## src/rtl/mips32_prog_loader.sv

```systemverilog
`default_nettype none
// ============================================================================
// mips32_prog_loader : streams a program into pipe_MIPS32 IMEM, then runs and
//                      watches the processor until HLT retires or time expires
// Revision 1.0
// ============================================================================
module mips32_prog_loader #(
  parameter int unsigned ADDR_W     = 10,
  parameter int unsigned DEPTH      = 1024,
  parameter int unsigned MAX_CYCLES = 4096,
  parameter logic [31:0] HLT_WORD   = 32'hfc000000
) (
  input  logic              clk,
  input  logic              reset,
  input  logic              in_valid,
  output logic              in_ready,
  input  logic [31:0]       in_data,
  input  logic              in_last,
  output logic              mem_we,
  output logic [ADDR_W-1:0] mem_addr,
  output logic [31:0]       mem_wdata,
  output logic              cpu_init,
  output logic              cpu_run,
  input  logic              cpu_halted,
  input  logic              start,
  output logic              done,
  output logic              error,
  output logic              timeout,
  output logic [ADDR_W:0]   word_count,
  output logic [31:0]       cycle_count
);

  typedef enum logic [2:0] {
    S_LOAD    = 3'd0,
    S_INIT    = 3'd1,
    S_RUN     = 3'd2,
    S_DONE    = 3'd3,
    S_ERR     = 3'd4,
    S_TIMEOUT = 3'd5
  } state_e;

  localparam logic [ADDR_W-1:0] C_LAST_PTR = ADDR_W'(DEPTH - 1);
  localparam logic [31:0]       C_WD_LIMIT = 32'(MAX_CYCLES - 1);

  state_e              state_q;
  logic [ADDR_W-1:0]   ptr_q;
  logic [ADDR_W:0]     word_count_q;
  logic [31:0]         cycle_count_q;
  logic                mem_we_q;
  logic [ADDR_W-1:0]   mem_addr_q;
  logic [31:0]         mem_wdata_q;
  logic                cpu_init_q;
  logic                cpu_run_q;
  logic                done_q;
  logic                error_q;
  logic                timeout_q;

  logic                w_accept;
  logic                w_end_beat;

  assign in_ready   = (state_q == S_LOAD);
  assign w_accept   = in_valid && in_ready;
  assign w_end_beat = in_last || (in_data == HLT_WORD);

  always_ff @(posedge clk) begin
    if (reset) begin
      state_q       <= S_LOAD;
      ptr_q         <= '0;
      word_count_q  <= '0;
      cycle_count_q <= '0;
      mem_we_q      <= 1'b0;
      mem_addr_q    <= '0;
      mem_wdata_q   <= '0;
      cpu_init_q    <= 1'b0;
      cpu_run_q     <= 1'b0;
      done_q        <= 1'b0;
      error_q       <= 1'b0;
      timeout_q     <= 1'b0;
    end else begin
      mem_we_q   <= 1'b0;
      cpu_init_q <= 1'b0;
      unique case (state_q)
        S_LOAD: begin
          if (w_accept) begin
            mem_we_q     <= 1'b1;
            mem_addr_q   <= ptr_q;
            mem_wdata_q  <= in_data;
            ptr_q        <= ptr_q + 1'b1;
            word_count_q <= word_count_q + 1'b1;
            // An end beat in the last slot is a legal full program, not overflow.
            if (w_end_beat) begin
              state_q    <= S_INIT;
              cpu_init_q <= 1'b1;
            end else if (ptr_q == C_LAST_PTR) begin
              state_q <= S_ERR;
              error_q <= 1'b1;
            end
          end
        end
        S_INIT: begin
          cycle_count_q <= '0;
          cpu_run_q     <= 1'b1;
          state_q       <= S_RUN;
        end
        S_RUN: begin
          // Halt outranks the watchdog and its cycle is included in the count.
          if (cpu_halted) begin
            state_q       <= S_DONE;
            done_q        <= 1'b1;
            cpu_run_q     <= 1'b0;
            cycle_count_q <= cycle_count_q + 32'd1;
          end else if (cycle_count_q >= C_WD_LIMIT) begin
            state_q   <= S_TIMEOUT;
            timeout_q <= 1'b1;
            cpu_run_q <= 1'b0;
          end else begin
            cycle_count_q <= cycle_count_q + 32'd1;
          end
        end
        S_DONE, S_ERR, S_TIMEOUT: begin
          if (start) begin
            state_q       <= S_LOAD;
            ptr_q         <= '0;
            word_count_q  <= '0;
            cycle_count_q <= '0;
            done_q        <= 1'b0;
            error_q       <= 1'b0;
            timeout_q     <= 1'b0;
          end
        end
        default: state_q <= S_LOAD;
      endcase
    end
  end

  assign mem_we      = mem_we_q;
  assign mem_addr    = mem_addr_q;
  assign mem_wdata   = mem_wdata_q;
  assign cpu_init    = cpu_init_q;
  assign cpu_run     = cpu_run_q;
  assign done        = done_q;
  assign error       = error_q;
  assign timeout     = timeout_q;
  assign word_count  = word_count_q;
  assign cycle_count = cycle_count_q;

endmodule
`default_nettype wire

```

## config.mk

```make
export PLATFORM = sky130hd
export DESIGN_NAME = mips32_prog_loader
export DESIGN_NICKNAME = d
export VERILOG_FILES = /design/src/rtl/mips32_prog_loader.sv
export SDC_FILE = /design/constraint.sdc
export NUM_CORES = 1
export LEC_CHECK = 0
export ABC_AREA = 1
export ABC_CLOCK_PERIOD_IN_PS = 1840
export BUFFER_PORTS_ARGS = -buffer_cell sky130_fd_sc_hd__buf_4
export CAP_MARGIN = 0
export CORE_UTILIZATION = 35
export DETAILED_ROUTE_END_ITERATION = 12
export GPL_TIMING_DRIVEN = 0
export SYNTH_ARGS = -nofsm -noshare
export SYNTH_HDL_FRONTEND = slang
export SYNTH_SLANG_ARGS = --single-unit
```

## constraint.sdc

```tcl
create_clock -name clk -period 1.84 [get_ports clk]
set_input_delay 0.092 -clock clk [delete_from_list [all_inputs] [get_ports clk]]
set_output_delay 0.092 -clock clk [all_outputs]
set_load 0.005 [all_outputs]
```

==> metrics, run 1 <==
outcome=completed; Tot Pwr=8.37 mW; Worst path slowest cell=dfxtp_4; IO Pins=130; Synth cell types=37; Crit path buffers/inverters=3; routed wire length=16.4 mm; placed wire-length estimate=approximately 12 mm; IO buf count=128; CP Launch Type=register; max-slew violations=0; DR DRC count=0; Netlist Area Pre-Place=5510 um^2; chip height=127 um; largest fanout on the critical path=10; main flop type after synthesis=dfxtp_1; final setup fails=0; Arr. time, crit path=around 2000 ps; initial antenna violation count=0; GP Congestion=0.881; GRT Residual Overflow=0; Fin. Hold Viols=0; largest stage delay on the critical path=380 ps; Worst Skew=around 9.5 ps; total CTS buffers=9; pin count of the biggest net entering global routing=19; n_diodes=0; DR WL met3=666 um; layout cell share with drive strength beyond 1=0.251; hold slack final=16.5 ps; RSZ-0062 raised after global routing=yes; H-tree depth=3; Worst Hold Launch=in_data[28]; Clk pin slew, worst setup/hold paths=70 ps; crit path time final=1740 ps; most frequent CP cell=nand2_2; Layout Utilization=0.486; first-pass GRT wire length=between 20 and 30 mm; core area=15300 um^2; crit end category=register; Yosys warnings=0; required time of the critical path=2050 ps; Max-Cap Viols=0; Worst IR Drop VDD=0.613 mV; post-synth net total=872; Final nets=around 1000; DRT iter0 DRCs=316; crit path kind=reg2reg; PwrDens=1130 nW/um^2; drt pass-1 iters=5; delay-heaviest family, CP=simple AND/OR/NAND/NOR gates; cell chain of the critical path=ha_2 -> inv_1 -> nor2_4 -> nand3_2 -> nand2_2 -> nand2_4 -> nand2_8 -> inv_8 -> buf_12 -> nand2_2 -> a21oi_2; CTS tree=yes; clk buf depth=2; placed instance area=6740 um^2; Layout area overhead=34.6%; Syn Inst Count=831; GR Util All Layers=0.206; Initial Utilization=0.361; Post-synth EDFFs=0; Wirelength per Cell=about 13 um; Final ANT Viol Nets=0; Hold Crit Class=in2reg; ys async rst share=0; clock root buffer=clkbuf_16; vias per cell=4.71; Fill cells=1595; Max transition margin=0.514; syn_area_per_cell=6.63 um^2; CTS Sinks=104; met2 WL=approximately 7.9 mm; fin area=7420 um^2; worst setup path start=cycle_count[0]; met1 WL=7.51 mm; FF-to-FF Start=cycle_count[0]; vias in the first global route=slightly above 5000; leakage power=3.03 nW; Vias=5756; FMAX=around 0.57 GHz; Highest Signal Layer=met4; synthesis-stage register bit count=around 100; Core Rows=45; share of the yosys chip area belonging to registers=0.378; setup tns final=0 ps; Worst Max-Slew Pin Slew=729 ps; DIE AREA=16300 um^2; fin crit share=0.947; Clk Latency, worst-skew pair=350 ps; Die Wd=127 um
[worst paths after layout]
path | end | slack [ps] | cells after the start
min | mem_wdata[28] | 20 | 3
max reg2reg | cycle_count[9] | 100 | 11
min reg2reg | mem_wdata[14] | 470 | 2
max | cycle_count[9] | 100 | 11
[synthesized netlist by cell type (2+ instances only)]
master / n / area (um^2)
nand2_1: 243 / 912
a21oi_1: 71 / 355
nand2_4: 3 / 33.8
buf_4: 3 / 22.5
nor3_1: 9 / 45.0
inv_1: 70 / 263
clkbuf_1: 14 / 52.6
xor2_1: 12 / 105
dfxtp_1: 104 / 2080
o21ai_0: 31 / 155
ha_1: 3 / 37.5
buf_12: 2 / 40.0
nand2_2: 29 / 181
buf_6: 2 / 22.5
or2_2: 3 / 18.8
inv_2: 3 / 11.3
buf_2: 7 / 35.0
nand4_1: 12 / 75.1
nand3_1: 29 / 145
nand3b_1: 3 / 22.5
nor2_2: 9 / 56.3
nor2_1: 125 / 469
xnor2_1: 6 / 52.6
nor3b_1: 2 / 15.0
a21oi_2: 20 / 175
o21ai_1: 5 / 25.0
[cell type report]
cell class	count	area, um^2	area share
Clock buffer	10	229	0.0309
Buffer	28	180	0.0243
Clock inverter	6	50.0	0.00675
Timing Repair Buffer	164	1320	0.178
Inverter	74	285	0.0384
Multi-Input combinational cell	625	2990	0.403
Tap cell	211	264	0.0356
Sequential cell	104	2100	0.283
[flip-flops by register name, indices dropped and copies added, names as in the netlist]
register and count:
cycle_count 32, mem_wdata 32, word_count 11, mem_addr 10, ptr_q 10, state_q 3, cpu_init 1, cpu_run 1
done 1, error 1, mem_we 1, timeout 1
[timing repair]
action,4_1_cts,5_1_grt
endpoints found under the setup margin,21,31
buffers inserted,2,3
gates resized for setup,3,21
hold buffers,31,0
hold endpoints to repair,31,0
pin swaps,1,2
[metrics by stage]
step | worst slack (ps) | cells
after detailed placement | -146 | 1170
after floorplan | 191 | 831
after CTS | 8.37 | 1219
final | 97.7 | 1222
after global placement | -130 | 1170
after global routing | -44.4 | 1222
[worst reg2reg max path, cell delays in order (launching register included)]
cell and delay [ps]:
dfxtp_4 380, ha_2 220, inv_1 70, nor2_4 130
nand3_2 130, nand2_2 150, nand2_4 90, nand2_8 120
inv_8 60, buf_12 140, nand2_2 70, a21oi_2 50
[cell usage in the layout (no fill, tap or decap), types with 5 or more instances in the layout]
| master | n |
|---|---|
| clkbuf_1 | 15 |
| inv_1 | 70 |
| nand2_2 | 29 |
| dfxtp_1 | 90 |
| xor2_1 | 12 |
| dfxtp_2 | 13 |
| buf_4 | 133 |
| buf_2 | 7 |
| o21ai_0 | 31 |
| nand2_1 | 243 |
| nand3_1 | 29 |
| nand4_1 | 12 |
| nor2_1 | 121 |
| o21ai_1 | 5 |
| a21oi_2 | 21 |
| dlygate4sd3_1 | 31 |
| nor3_1 | 9 |
| xnor2_1 | 6 |
| clkbuf_16 | 9 |
| a21oi_1 | 70 |
| nor2_2 | 13 |
[where the power goes]
part | total, mW | switching [mW] | internal (mW)
combinational | 3.70 | 2.23 | 1.47
sequential | 2.82 | 0.224 | 2.60
clock | 1.86 | 0.918 | 0.937
total | 8.37 | 3.37 | 5.00
[logic make-up (layout without fill, tap and decap cells)]
family	count (synthesis)	in the layout	synth area share
AOI/OAI and AO/OA	132	132	0.136
xor gates and xnor gates	18	18	0.0286
adders and majority gates	3	3	0.00681
buffers and inverters	102	282	0.0831
DFF	104	104	0.378
and+or+nand+nor	472	472	0.368
[layer usage]
layer  vias to the layer above  global-route usage
met5                         -                   0
met2                       130               0.353
met4                         0              0.0756
met3                        28              0.0348
li1                       2983                   -
met1                      2615               0.260
No activity file was read; power rests on OpenSTA's default activity.
==> run 2, diff against run 1 <==
- PLACE_DENSITY: default -> 0.62
==> metrics, run 2 (synthesis gave the netlist of run 1 again) <==
placed wire-length estimate=around 12 mm; clock root buffer=clkbuf_16; Worst IR Drop VDD=between 0.8 and 0.9 mV; drt pass-1 iters=5; outcome=completed; fin crit share=0.938; vias in the first global route=5293; pin count of the biggest net entering global routing=19; crit end category=register; crit path kind=reg2reg; commonest non-fill, non-tap cell in the layout=nand2_1; clk buf depth=2; most frequent cells in the layout=nand2_1, buf_4, nor2_1, dfxtp_1; RSZ-0062 raised after global routing=yes; layout cell share with drive strength beyond 1=0.255; Die Wd=127 um; Inst Count DP=1170; Core Rows=45; GRT Residual Overflow=0; Layout area overhead=35.6%; Wirelength per Cell=13.5 um; crit path time final=1730 ps; IO buf count=128; Initial Utilization=0.361; leakage power=3.02 nW; chip height=127 um; Final nets=1047; Arr. time, crit path=1970 ps; largest fanout on the critical path=10; Clk Latency, worst-skew pair=approximately 360 ps; PwrDens=1120 nW/um^2; required time of the critical path=2080 ps; final setup fails=0; CTS tree=yes; Tot Pwr=8.40 mW; DR DRC count=0; Fill cells=1591; GR Util All Layers=0.209; Hold Crit Class=in2reg; initial antenna violation count=0; DRT iter0 DRCs=between 300 and 400; Worst Max-Slew Pin Slew=758 ps; core area=15300 um^2; Fin. Hold Viols=0; Worst Skew=6.15 ps; GP Congestion=0.884; FMAX=0.579 GHz; n_diodes=0; vias per cell=4.75; Vias=slightly below 6000; Max transition margin=0.494; max-slew violations=0; CTS Sinks=104; Final ANT Viol Nets=0; Max-Cap Viols=0; Non-Filler Instances=1221; CP Launch Type=register; routed wire length=16.5 mm; total CTS buffers=9; H-tree depth=3; Clk pin slew, worst setup/hold paths=70 ps; DIE AREA=16300 um^2; IO Pins=130; first-pass GRT wire length=26.5 mm
run 2: metal layers:
layer | track usage | wire length [um]
met1 | 0.271 | 7510
met2 | 0.342 | 7780
met3 | 0.0310 | 708
met4 | 0.0987 | 488
met5 | 0 | 0
run 2: metrics by stage:
step                      TNS [ps]  area (um^2)  hold WS [ps]  setup slack [ps]  utilization
after floorplan                  0         5510           235               191            -
after global placement       -2050         6740           342              -151        0.441
after detailed placement     -2220         6740           352              -152        0.441
after CTS                        0         7340          12.9              19.4        0.481
after global routing         -32.7         7470          17.1             -11.9        0.490
final                            0         7470          20.6               113        0.490
run 2: area by class of cell:
| cell class | instances | area, um^2 | share of cell area |
|---|---|---|---|
| Multi-Input combinational cell | 625 | 3050 | 0.409 |
| Sequential cell | 104 | 2100 | 0.282 |
| Timing Repair Buffer | 164 | 1310 | 0.175 |
| Inverter | 74 | 285 | 0.0382 |
| Tap cell | 211 | 264 | 0.0353 |
| Clock buffer | 9 | 225 | 0.0301 |
| Buffer | 28 | 185 | 0.0248 |
| Clock inverter | 6 | 48.8 | 0.00653 |
run 2: path summary, 6_finish.rpt:
path	to	startpoint	slack (ps)	cells after the start
worst max-delay path	mem_wdata[19]	state_q[2]	110	8
worst min register to register	mem_wdata[13]	mem_wdata[13]	470	2
worst min-delay path	mem_wdata[19]	in_data[19]	20	3
worst max register to register	mem_wdata[19]	state_q[2]	110	8
run 2: repair_timing:
action | in CTS | in global routing
setup buffers | 2 | 3
pin swaps | 1 | 4
setup endpoints to repair | 21 | 46
hold endpoints to repair | 31 | 0
resized for setup | 4 | 36
hold buffers | 31 | 0
run 2: where the power goes:
group / internal, mW / total, mW / switching (mW)
clock network: 0.932 / 1.88 / 0.949
logic: 1.46 / 3.70 / 2.24
registers: 2.60 / 2.83 / 0.227
run 2: worst max-delay path, stage by stage, from the launching register on:
cell,delay [ps]
dfxtp_1,350
nor2_2,200
nand2_2,110
inv_2,130
nand2_1,100
inv_1,160
buf_2,220
clkbuf_4,250
a21oi_1,90
==> run 3, diff against run 2 <==
- CORE_ASPECT_RATIO: default -> 2
- PLACE_DENSITY: 0.62 -> 0.56
==> metrics, run 3 (synthesis gave the netlist of run 1 again) <==
outcome=completed; initial antenna violation count=0; clk buf depth=2; sw power=3.44 mW; worst setup path start=cycle_count[0]; Worst Skew=8.93 ps; max-slew violations=0; Layout Utilization=0.483; Inst Count DP=1157; DRT iter0 DRCs=141; Max transition margin=0.401; leakage power=3.03 nW; fin area=~7400 um^2; power share of the sequential group=0.333; required time of the critical path=2090 ps; chip height=roughly 180 um; placed instance area=6720 um^2; n_diodes=0; vias in the first global route=roughly 5600; H-tree depth=3; FMAX=0.563 GHz; FF-to-FF Start=cycle_count[0]; Final nets=1038; Max-Cap Viols=0; Fin. Hold Viols=0; cell chain of the critical path=ha_4 -> inv_1 -> nor2_4 -> nand3_4 -> nor3b_1 -> nand3_1 -> o21ai_0 -> nor2_1; clock root buffer=clkbuf_16; vias per cell=4.86; drt pass-1 iters=7; Worst Hold Launch=in_data[6]; PwrDens=1140 nW/um^2; Worst IR Drop VDD=0.688 mV; CTS tree=yes; crit path kind=reg2reg; Vias=around 6000; DR DRC count=0; crit path time final=1780 ps; Core Rows=64; Non-Filler Instances=1200; DIE AREA=16300 um^2; first-pass GRT wire length=roughly 29 mm; largest stage delay on the critical path=around 390 ps; setup tns final=0 ps; fin crit share=0.965; Pint=5.05 mW; IO Pins=130; placed wire-length estimate=14.3 mm; total CTS buffers=9; Die Wd=90.7 um; sw frac=0.406; Worst path slowest cell=dfxtp_4; CP Launch Type=register; core area=15400 um^2; Arr. time, crit path=approximately 2000 ps; Clk pin slew, worst setup/hold paths=70 ps; largest fanout on the critical path=5; pin count of the biggest net entering global routing=19; Initial Utilization=0.358; most frequent cells in the layout=nand2_1, buf_4, nor2_1, dfxtp_1; Fill cells=1682; layout cell share with drive strength beyond 1=0.270; GR Util All Layers=0.227; IO buf count=128; Wirelength per Cell=15.3 um; crit end category=register; CTS Sinks=~100; Clock power frac=0.225; commonest non-fill, non-tap cell in the layout=nand2_1; Final ANT Viol Nets=0; GRT Residual Overflow=0; Tot Pwr=8.49 mW; Hold Crit Class=in2reg; Layout area overhead=34.8%; routed wire length=18.3 mm; Clk Latency, worst-skew pair=350 ps; final setup fails=0; combinational share of power=0.442; GP Congestion=0.929; Worst Max-Slew Pin Slew=898 ps
-- run 3: cell type report --
type                            count  area, um^2  share of cell area
Multi-Input combinational cell    625        3090               0.416
Sequential cell                   104        2110               0.284
Timing Repair Buffer              155        1220               0.164
Inverter                           74         285              0.0384
Tap cell                          198         248              0.0334
Clock buffer                       10         239              0.0322
Buffer                             28         185              0.0249
Clock inverter                      6        56.3             0.00758
-- run 3: path summary, 6_finish.rpt --
| check | to | slack [ps] | depth (start not counted) |
|---|---|---|---|
| min reg2reg | mem_addr[7] | 470 | 2 |
| max | cycle_count[18] | 60 | 8 |
| max reg2reg | cycle_count[18] | 60 | 8 |
| min | mem_wdata[6] | 1 | 3 |
-- run 3: worst max-delay path: cells and delay by family, from the launching register on --
kind                       cells  cell delay (ps)
adders and majority gates      1              160
and+or+nand+nor                5              870
DFF                            1              390
AOI/OAI and AO/OA              1              180
buffers and inverters          1               60
-- run 3: stage by stage --
step	worst slack (ps)	hold slack (ps)
2_1_floorplan	191	235
3_3_place_gp	-198	345
3_5_place_dp	-199	350
4_1_cts	6.08	0.103
5_1_grt	-5.13	6.68
6_report	63.9	1.09
-- run 3: repair_timing --
item | in CTS | in global routing
hold buffers | 21 | 1
gates resized for setup | 12 | 40
hold endpoints to repair | 21 | 1
endpoints found under the setup margin | 28 | 43
buffers inserted | 2 | 3
pin swaps | 3 | 6
-- run 3: per-layer routing --
layer,routed length (um),vias to the layer above,global-route usage,share of wire
li1,-,2971,-,-
met1,6360,2649,0.203,0.35
met2,10200,149,0.452,0.56
met3,631,57,0.0372,0.034
met4,1110,0,0.145,0.061
met5,0,-,0,0
-- run 3: power by group through the flow --
stage          clock network, mW  registers, mW  logic (mW)
2_1_floorplan                  0           2.85        2.29
6_report                    1.91           2.83        3.75
3_5_place_dp                   0           2.87        3.62
3_3_place_gp                   0           2.86        3.61
5_1_grt                     2.04           2.87        4.11
4_1_cts                     1.96           2.82        3.73
